<file path="src/rtl/abc2dq.sv">
// abc2dq: Clarke (a,b,c -> alpha,beta) followed by Park (alpha,beta -> d,q)
// on sampled three-phase feedback. One signed multiplier is shared across the
// six products and sequenced by a small FSM. Throughput is one sample every
// 8 cycles.
//
// Ports:
//   aclk, resetn       clock, synchronous active-low reset
//   a, b, c            phase samples, signed
//   sin, cos           electrical-angle sine/cosine, signed Q1.(decimal)
//   valid_in, ready    sample handshake; accept on valid_in && ready
//   alpha, beta        Clarke outputs, signed, registered
//   d, q               Park outputs, signed, registered
//   valid_out          one-cycle pulse when alpha/beta/d/q are updated
module abc2dq #(
    parameter int unsigned inout_width         = 16,
    parameter int unsigned inout_decimal_width = 15
) (
    input  logic                   aclk,
    input  logic                   resetn,
    input  logic [inout_width-1:0] a,
    input  logic [inout_width-1:0] b,
    input  logic [inout_width-1:0] c,
    input  logic [inout_width-1:0] sin,
    input  logic [inout_width-1:0] cos,
    input  logic                   valid_in,
    output logic                   ready,
    output logic [inout_width-1:0] alpha,
    output logic [inout_width-1:0] beta,
    output logic [inout_width-1:0] d,
    output logic [inout_width-1:0] q,
    output logic                   valid_out
);

    // round(2^frac / sqrt(3)) using integer binary search on 3*k^2 <= 2^(2*frac)
    function automatic int unsigned round_inv_sqrt3(input int unsigned frac);
        longint unsigned target;
        longint unsigned lo;
        longint unsigned hi;
        longint unsigned mid;
        target = 64'd1 << (2 * frac);
        lo     = 64'd0;
        hi     = 64'd1 << frac;
        for (int i = 0; i < 40; i++) begin
            mid = (lo + hi + 64'd1) / 64'd2;
            if (lo < hi) begin
                if (64'd3 * mid * mid <= target) lo = mid;
                else                              hi = mid - 64'd1;
            end
        end
        // round half up: compare against (k + 0.5)^2 scaled by 4
        if (64'd3 * (64'd2 * lo + 64'd1) * (64'd2 * lo + 64'd1) <= 64'd4 * target)
            lo = lo + 64'd1;
        return 32'(lo);
    endfunction

    localparam int unsigned sum_w  = inout_width + 2;     // 2a-b-c
    localparam int unsigned diff_w = inout_width + 1;     // b-c
    localparam int unsigned prod_w = sum_w + inout_width; // multiplier output
    localparam int unsigned acc_w  = prod_w + 1;          // two-product accumulator

    localparam int unsigned k3_val  = 32'(((64'd1 << inout_decimal_width) + 64'd1) / 64'd3);
    localparam int unsigned ks3_val = round_inv_sqrt3(inout_decimal_width);

    localparam logic signed [inout_width-1:0] k3  = inout_width'(k3_val);
    localparam logic signed [inout_width-1:0] ks3 = inout_width'(ks3_val);

    localparam logic signed [inout_width-1:0] out_max = {1'b0, {(inout_width-1){1'b1}}};
    localparam logic signed [inout_width-1:0] out_min = {1'b1, {(inout_width-1){1'b0}}};
    localparam logic signed [acc_w-1:0] acc_max = {{(acc_w-inout_width+1){1'b0}}, {(inout_width-1){1'b1}}};
    localparam logic signed [acc_w-1:0] acc_min = {{(acc_w-inout_width+1){1'b1}}, {(inout_width-1){1'b0}}};

    typedef enum logic [2:0] {
        st_idle,
        st_mul_a,
        st_mul_b,
        st_mul_ac,
        st_mul_bs,
        st_mul_bc,
        st_mul_as,
        st_done
    } state_t;

    state_t state;

    logic signed [inout_width-1:0] a_r, b_r, c_r, sin_r, cos_r;
    logic signed [inout_width-1:0] alpha_int, beta_int;
    logic signed [acc_w-1:0]       acc_d, acc_q;

    logic signed [sum_w-1:0]       abc_sum;
    logic signed [diff_w-1:0]      bc_diff;
    logic signed [sum_w-1:0]       mul_x;
    logic signed [inout_width-1:0] mul_y;
    logic signed [prod_w-1:0]      prod;
    logic signed [acc_w-1:0]       prod_ext;

    // Floor-scale by 2^decimal and clamp to the output range
    function automatic logic signed [inout_width-1:0] scale_sat(input logic signed [acc_w-1:0] x);
        logic signed [acc_w-1:0] s;
        s = x >>> inout_decimal_width;
        if (s > acc_max)      return out_max;
        else if (s < acc_min) return out_min;
        else                  return s[inout_width-1:0];
    endfunction

    // Pre-multiply sums are wide enough that they never wrap
    assign abc_sum = (sum_w'(a_r) <<< 1) - sum_w'(b_r) - sum_w'(c_r);
    assign bc_diff = diff_w'(b_r) - diff_w'(c_r);

    // Operand select for the shared multiplier
    always_comb begin
        mul_x = '0;
        mul_y = '0;
        case (state)
            st_mul_a:  begin mul_x = abc_sum;            mul_y = k3;    end
            st_mul_b:  begin mul_x = sum_w'(bc_diff);    mul_y = ks3;   end
            st_mul_ac: begin mul_x = sum_w'(alpha_int);  mul_y = cos_r; end
            st_mul_bs: begin mul_x = sum_w'(beta_int);   mul_y = sin_r; end
            st_mul_bc: begin mul_x = sum_w'(beta_int);   mul_y = cos_r; end
            st_mul_as: begin mul_x = sum_w'(alpha_int);  mul_y = sin_r; end
            default:   begin mul_x = '0;                 mul_y = '0;    end
        endcase
    end

    assign prod     = prod_w'(mul_x) * prod_w'(mul_y);
    assign prod_ext = acc_w'(prod);

    // Sequencer: one product per state, results published in st_done
    always_ff @(posedge aclk) begin
        if (!resetn) begin
            state     <= st_idle;
            ready     <= 1'b1;
            valid_out <= 1'b0;
            alpha     <= '0;
            beta      <= '0;
            d         <= '0;
            q         <= '0;
            a_r       <= '0;
            b_r       <= '0;
            c_r       <= '0;
            sin_r     <= '0;
            cos_r     <= '0;
            alpha_int <= '0;
            beta_int  <= '0;
            acc_d     <= '0;
            acc_q     <= '0;
        end else begin
            valid_out <= 1'b0;
            case (state)
                st_idle: begin
                    if (valid_in) begin
                        a_r   <= a;
                        b_r   <= b;
                        c_r   <= c;
                        sin_r <= sin;
                        cos_r <= cos;
                        ready <= 1'b0;
                        state <= st_mul_a;
                    end
                end
                st_mul_a: begin
                    alpha_int <= scale_sat(prod_ext);
                    state     <= st_mul_b;
                end
                st_mul_b: begin
                    beta_int <= scale_sat(prod_ext);
                    state    <= st_mul_ac;
                end
                st_mul_ac: begin
                    acc_d <= prod_ext;
                    state <= st_mul_bs;
                end
                st_mul_bs: begin
                    acc_d <= acc_d + prod_ext;
                    state <= st_mul_bc;
                end
                st_mul_bc: begin
                    acc_q <= prod_ext;
                    state <= st_mul_as;
                end
                st_mul_as: begin
                    acc_q <= acc_q - prod_ext;
                    state <= st_done;
                end
                st_done: begin
                    alpha     <= alpha_int;
                    beta      <= beta_int;
                    d         <= scale_sat(acc_d);
                    q         <= scale_sat(acc_q);
                    valid_out <= 1'b1;
                    ready     <= 1'b1;
                    state     <= st_idle;
                end
                default: begin
                    ready <= 1'b1;
                    state <= st_idle;
                end
            endcase
        end
    end

endmodule
</file>
<file path="config.mk">
export PLATFORM = sky130hd
export DESIGN_NAME = abc2dq
export DESIGN_NICKNAME = d
export VERILOG_FILES = /design/src/rtl/abc2dq.sv
export SDC_FILE = /design/constraint.sdc
export NUM_CORES = 2
export LEC_CHECK = 0
export CAP_MARGIN = 0
export CORE_MARGIN = 3
export CORE_UTILIZATION = 60
export CTS_CLUSTER_DIAMETER = 120
export DETAILED_ROUTE_END_ITERATION = 6
export PLACE_DENSITY_LB_ADDON = 0.25
export RECOVER_POWER = 100
export SLEW_MARGIN = 25
export SYNTH_ARGS = -nofsm -noshare
export SYNTH_HDL_FRONTEND = slang
export SYNTH_SLANG_ARGS = --single-unit
</file>
<file path="constraint.sdc">
create_clock -name aclk -period 14.7 [get_ports aclk]
set_clock_uncertainty 0.2 [all_clocks]
set_input_delay 1.47 -clock aclk [delete_from_list [all_inputs] [get_ports aclk]]
set_output_delay 1.47 -clock aclk [all_outputs]
set_load 0.1 [all_outputs]
</file>
**Yosys cells after proc, flatten, opt, wreduce, memory -nomap -nowiden**

Cells that the tools add are included.

- Register bits after elaboration: 251
- Input bits: 83

- Multipliers: 1
- Equality and inequality tests: 8
- $lt $le $gt $ge: 6
- Add/subtract/negate cells: 5
- Mux-type cells: 15
- Reduce and logical (&&, ||, !) cells: 10

Operators with widths:

| cell | number |
|---|---|
| $pmux 35 s2 | 2 |
| $mux 16 | 6 |
| $pmux 18 s4 | 1 |
| $pmux 16 s4 | 1 |
| $gt 20x16->1 const B | 2 |
| $lt 20x16->1 const B | 2 |
| $add 35x34->35 | 1 |
| $sub 35x34->35 | 1 |
| $mul 18x16->34 | 1 |
| $pmux 3 s8 | 1 |
| $gt 19x16->1 const B | 1 |
| $lt 19x16->1 const B | 1 |
| $sub 17x16->18 | 1 |
| $sub 18x16->18 | 1 |
| $sub 16x16->17 | 1 |
| $eq 3x3->1 const B | 4 |
| $reduce_or 2->1 | 4 |
| $eq 3x2->1 const B | 2 |
| $reduce_bool 2->1 | 3 |
| $reduce_and 2->1 | 2 |
| $eq 3x1->1 const B | 1 |
| $logic_not 3->1 | 1 |
| $mux 3 | 1 |
| $mux 1 | 2 |
| 2 further kinds | 2 |

**Longest topological paths before layout**

- Depth in word-level cells: 7
- Gate-level depth with buffers: 56
- Gate-level depth less buffers: 55

**Least setup slack after synthesis**

Ideal clock, no wire load.

- Kind: flip-flop to flip-flop
- Start: register b_r[2]
- End: register acc_q[34]
- Arrival time: 11.308 ns
- Buffers on the path: 0
- Path slack: 3.065 ns
- Stages on the path, launching flop included: 54
- Library setup time: 0.127 ns
- Cell sequence: dfxtp_1 -> inv_1 -> fa_1 -> ha_1 -> a21o_1 -> a21oi_1 -> o21bai_1 -> a21oi_1 -> o21bai_1 -> a21oi_1 -> o21bai_1 -> a21oi_1 -> o21ai_0 -> a21oi_1 -> xnor2_1 -> o21ai_0 -> nor2_1 -> nor2_1 -> [... 18 more ...] -> xnor2_1 -> inv_1 -> ha_1 -> nand2_1 -> nor3_1 -> and3_1 -> and2_1 -> a221oi_2 -> a21o_1 -> o21bai_1 -> maj3_2 -> maj3_2 -> o2111ai_1 -> o2111a_1 -> nor2_2 -> nor4b_2 -> a211oi_1 -> or3_1

- Longest elaborated chain between the ends: 6
- Elaborated cells between the ends (all ways): 7

Ends and longest elaborated chain:

| item | RTL line | text |
|---|---|---|
| start, declared | 85 | `logic signed [inout_width-1:0] a_r, b_r, c_r, sin_r, cos_r;` |
| start signal, assigned | 138 | `b_r <= '0;` |
| start signal, assigned | 152 | `b_r <= b;` |
| $sub 17x16->18 | 106 | `assign abc_sum = (sum_w'(a_r) <<< 1) - sum_w'(b_r) - sum_w'(c_r);` |
| $sub 18x16->18 | 106 |  |
| $pmux 18 s4 (*) | 113 | `case (state)` |
| $mul 18x16->34 (*) | 124 | `assign prod = prod_w'(mul_x) * prod_w'(mul_y);` |
| $sub 35x34->35 | 181 | `acc_q <= acc_q - prod_ext;` |
| $pmux 35 s2 (*) | 148 | `case (state)` |
| end signal, assigned | 177 | `acc_q <= prod_ext;` |
| end signal, assigned | 181 |  |
| end, declared | 87 | `logic signed [acc_w-1:0] acc_d, acc_q;` |

Mark *: on every way between the ends. The rest lies on a longest branch, timed or not.
A chain may end at the register's enable or synchronous reset.

**Worst setup path after layout**

- Start: register state[1]
- End: register acc_q[34]

- Longest elaborated chain between the ends: 6
- Elaborated cells between the ends (all ways): 16

Ends and longest elaborated chain:

| item | RTL line | text |
|---|---|---|
| start, declared | 83 | `state_t state;` |
| start signal, assigned | 130 | `state <= st_idle;` |
| start signal, assigned | 157 | `state <= st_mul_a;` |
| start signal, assigned | 162 | `state <= st_mul_b;` |
| $eq 3x3->1 (tied with other cells) | 113, 148 |  |
| $reduce_or 2->1 (no line) | -- |  |
| $pmux 18 s4 / $pmux 16 s4 (equally long branches) | 113 |  |
| $mul 18x16->34 | 124 |  |
| $sub 35x34->35 | 181 |  |
| $pmux 35 s2 | 148 |  |

Several ways; a longest one is shown, not always the timed one.

==> results.yml <==
synthesis:
  synth_common_cells: "inv_1 (445), nand2_1 (443), nor2_1 (323)"
  yosysMostFrequentCell: "inv_1"
  syn_inst: 3170
  avgSynthCellArea_um2: 8.26
  post-synth-top-area-cell: "fa_1"
  synth_area_leaders: "fa_1 (23%), dfxtp_1 (19%), ha_1 (9.5%), inv_1 (6.4%), nand2_1 (6.4%)"
  synthArstFlopShare_pct: 0
  synthDistinctLibCells: 100
  ys_seq_area_share_pct: 19.2
  yosys_warnings: 0
  ys.flop_type: "dfxtp_1"
  ys_ff_latch: 251
  syn_nets: 3754
  synth_top_cell_area_share_pct: 23.1
  synth_area_um2: 26200
  synth_edf_count: 0
clocking:
  hold_buffers: 0
  cts_sinks: 251
  cts_max_level: 1
  cts-root-buf: "clkbuf_16"
  clock_latency_ns: 0.59
  cts_tree: "built"
  cts_buffers: 29
  cts_buffer_depth: 3
  clk_pin_slew_worst_paths_ns: 0.06
  post_cts_resized: 0
  post_cts_buffers: 0
min_path:
  hold_class: "flip-flop to flip-flop"
die:
  die-width_um: 215
  initial_utilization_pct: 61.6
  rows: 75
  io-pin-count: 149
  core_area_um2: 42500
  die_h_um: 215
  die-area_um2: 46200
timing:
  min_period_ns: 13.79
  rsz0062_at_grt: "no"
  setup_viol: 0
  holdWs_ns: 0.235
  slew_headroom_pct: -203
  tightest_slew_ns: 4.54
  timing.setup.tns_ns: 0
  fmax_ghz: 0.0725
  drv_slew: 257
  period_share_pct: 93.8
  hold_violations: 0
drt:
  drt_iter0_drc: 2254
  vias_per_cell: 6.03
  wl_per_cell_um: 20.6
  postRouteAntennaNets: 0
  detail_route.first_pass.iterations: 6
  routed_wl_um: 79400
  dr_total_vias: 23200
  drc: 0
global_route:
  gr-total-overflow: 0
  grt_max_degree: 107
  antenna_found_initial: 1
  grt_pass1_vias: 23500
  grtUsageTotal_pct: 34.4
  grt_pass1_wl_um: 128000
critical_path:
  cp.arrival_ns: 14.05
  endpoint: "acc_q[34]"
  critical_path_peak_fanout: 15
  start_kind: "flip-flop"
  r2r-start: "state[1]"
  cpMostUsedCell: "inv_1"
  critPathKind: "flip-flop to flip-flop"
  slowest_delay_ns: 1.60
  cp-startpoint: "state[1]"
  critical_path.slowest_cell: "a221oi_1"
  cp-end-kind: "flip-flop"
  reg2reg_to: "acc_q[34]"
  crit_required_ns: 14.96
  rrSetupSlack_ns: 0.91
  r2r.worst_path.cells: 45
run_status:
  outcome: "finished, violations left"
  violations: "capacitance limit, slew limit"
placement:
  dp_cells: 3801
  gp_congestion: 1.06
  dpl.hpwl_um: 61800
  io_buffers: 148
flow_run:
  drv_cap: 4
cells_and_area:
  area_delta_synth_final_pct: 11.2
  fill_cells: 3415
  nets: 3840
  drive_gt1_share_pct: 4.52
  final_cells: 3853
  diodes: 0
==> cell families after synthesis <==
kind of cell             share of synthesized area, %
AND/OR/NAND/NOR                                  15.6
AO/OA/AOI/OAI                                    18.8
buffers and inverters                            8.84
adder cells (fa/ha/maj)                          33.0
flip-flops                                       19.2
XOR/XNOR                                         4.20
multiplexers                                    0.397
==> metrics by stage <==
step | utilization (%) | worst slack [ns] | instance area, um^2
final | 68.5 | 0.910 | 29100
after global placement | 66.3 | 2.04 | 28200
after CTS | 68.7 | 1.53 | 29200
after floorplan | - | 3.07 | 26200
after global routing | 68.5 | 0.356 | 29100
after detailed placement | 66.4 | 1.56 | 28200
==> worst min path at each step <==
stage,startpoint,depth (start not counted),to,slack [ns]
floorplan,sin_r[15],2,sin_r[15],0.24
global placement,d[8],2,d[8],0.23
detailed placement,d[0],2,d[0],0.23
CTS,d[0],2,d[0],0.24
global route,d[7],2,d[7],0.25
finish,d[0],2,d[0],0.24
==> per-layer routing <==
metal,part of all wire [%],global-route usage (%)
met1,40,44.9
met2,46,55.9
met3,8.7,6.00
met4,5.4,16.1
met5,0,0
==> critical path, delay by kind of cell (launching register included) <==
family,cells,cell delay (ns)
AOI/OAI and AO/OA,13,4.36
xor gates and xnor gates,1,0.14
buffers and inverters,10,0.83
and+or+nand+nor,10,2.75
DFF,1,0.39
adders and majority gates,11,4.99
==> cell type report <==
cell class / instances / area (um^2) / area share (%)
Clock buffer: 34 / 764 / 2.63
Clock inverter: 17 / 239 / 0.821
Inverter: 448 / 1680 / 5.78
Multi-Input combinational cell: 2326 / 18800 / 64.7
Sequential cell: 251 / 5020 / 17.3
Tap cell: 577 / 722 / 2.48
Timing Repair Buffer: 200 / 1850 / 6.35
==> registers in the layout (all words and copies together) (netlist names) <==
signal and count:
acc_d 35, acc_q 35, a_r 16, alpha 16, alpha_int 16, b_r 16
beta 16, beta_int 16, c_r 16, cos_r 16, d 16, q 16
sin_r 16, state 3, ready 1, valid_out 1
==> cell usage in the layout, fill, tap and decap left out, types with 12 or more instances in the layout <==
cell type	instances
a22oi_1	16
o21bai_1	24
nand2_1	444
a22o_1	43
buf_4	46
nor3_1	27
o211ai_1	17
inv_1	445
nand2b_1	35
a21oi_1	220
dfxtp_1	251
nand3_1	32
a221oi_1	14
and3_1	12
clkdlybuf4s50_1	81
dlygate4sd3_1	67
fa_1	302
o21ai_0	115
xor2_1	35
xnor2_1	84
clkbuf_16	29
nor2_1	323
o2111ai_1	13
o21a_1	31
a211oi_1	77
a21o_1	44
ha_1	199
Power is left out: the tool's default activity adds up to more than one toggle a clock period on the data nets, which glitch-free logic cannot reach.
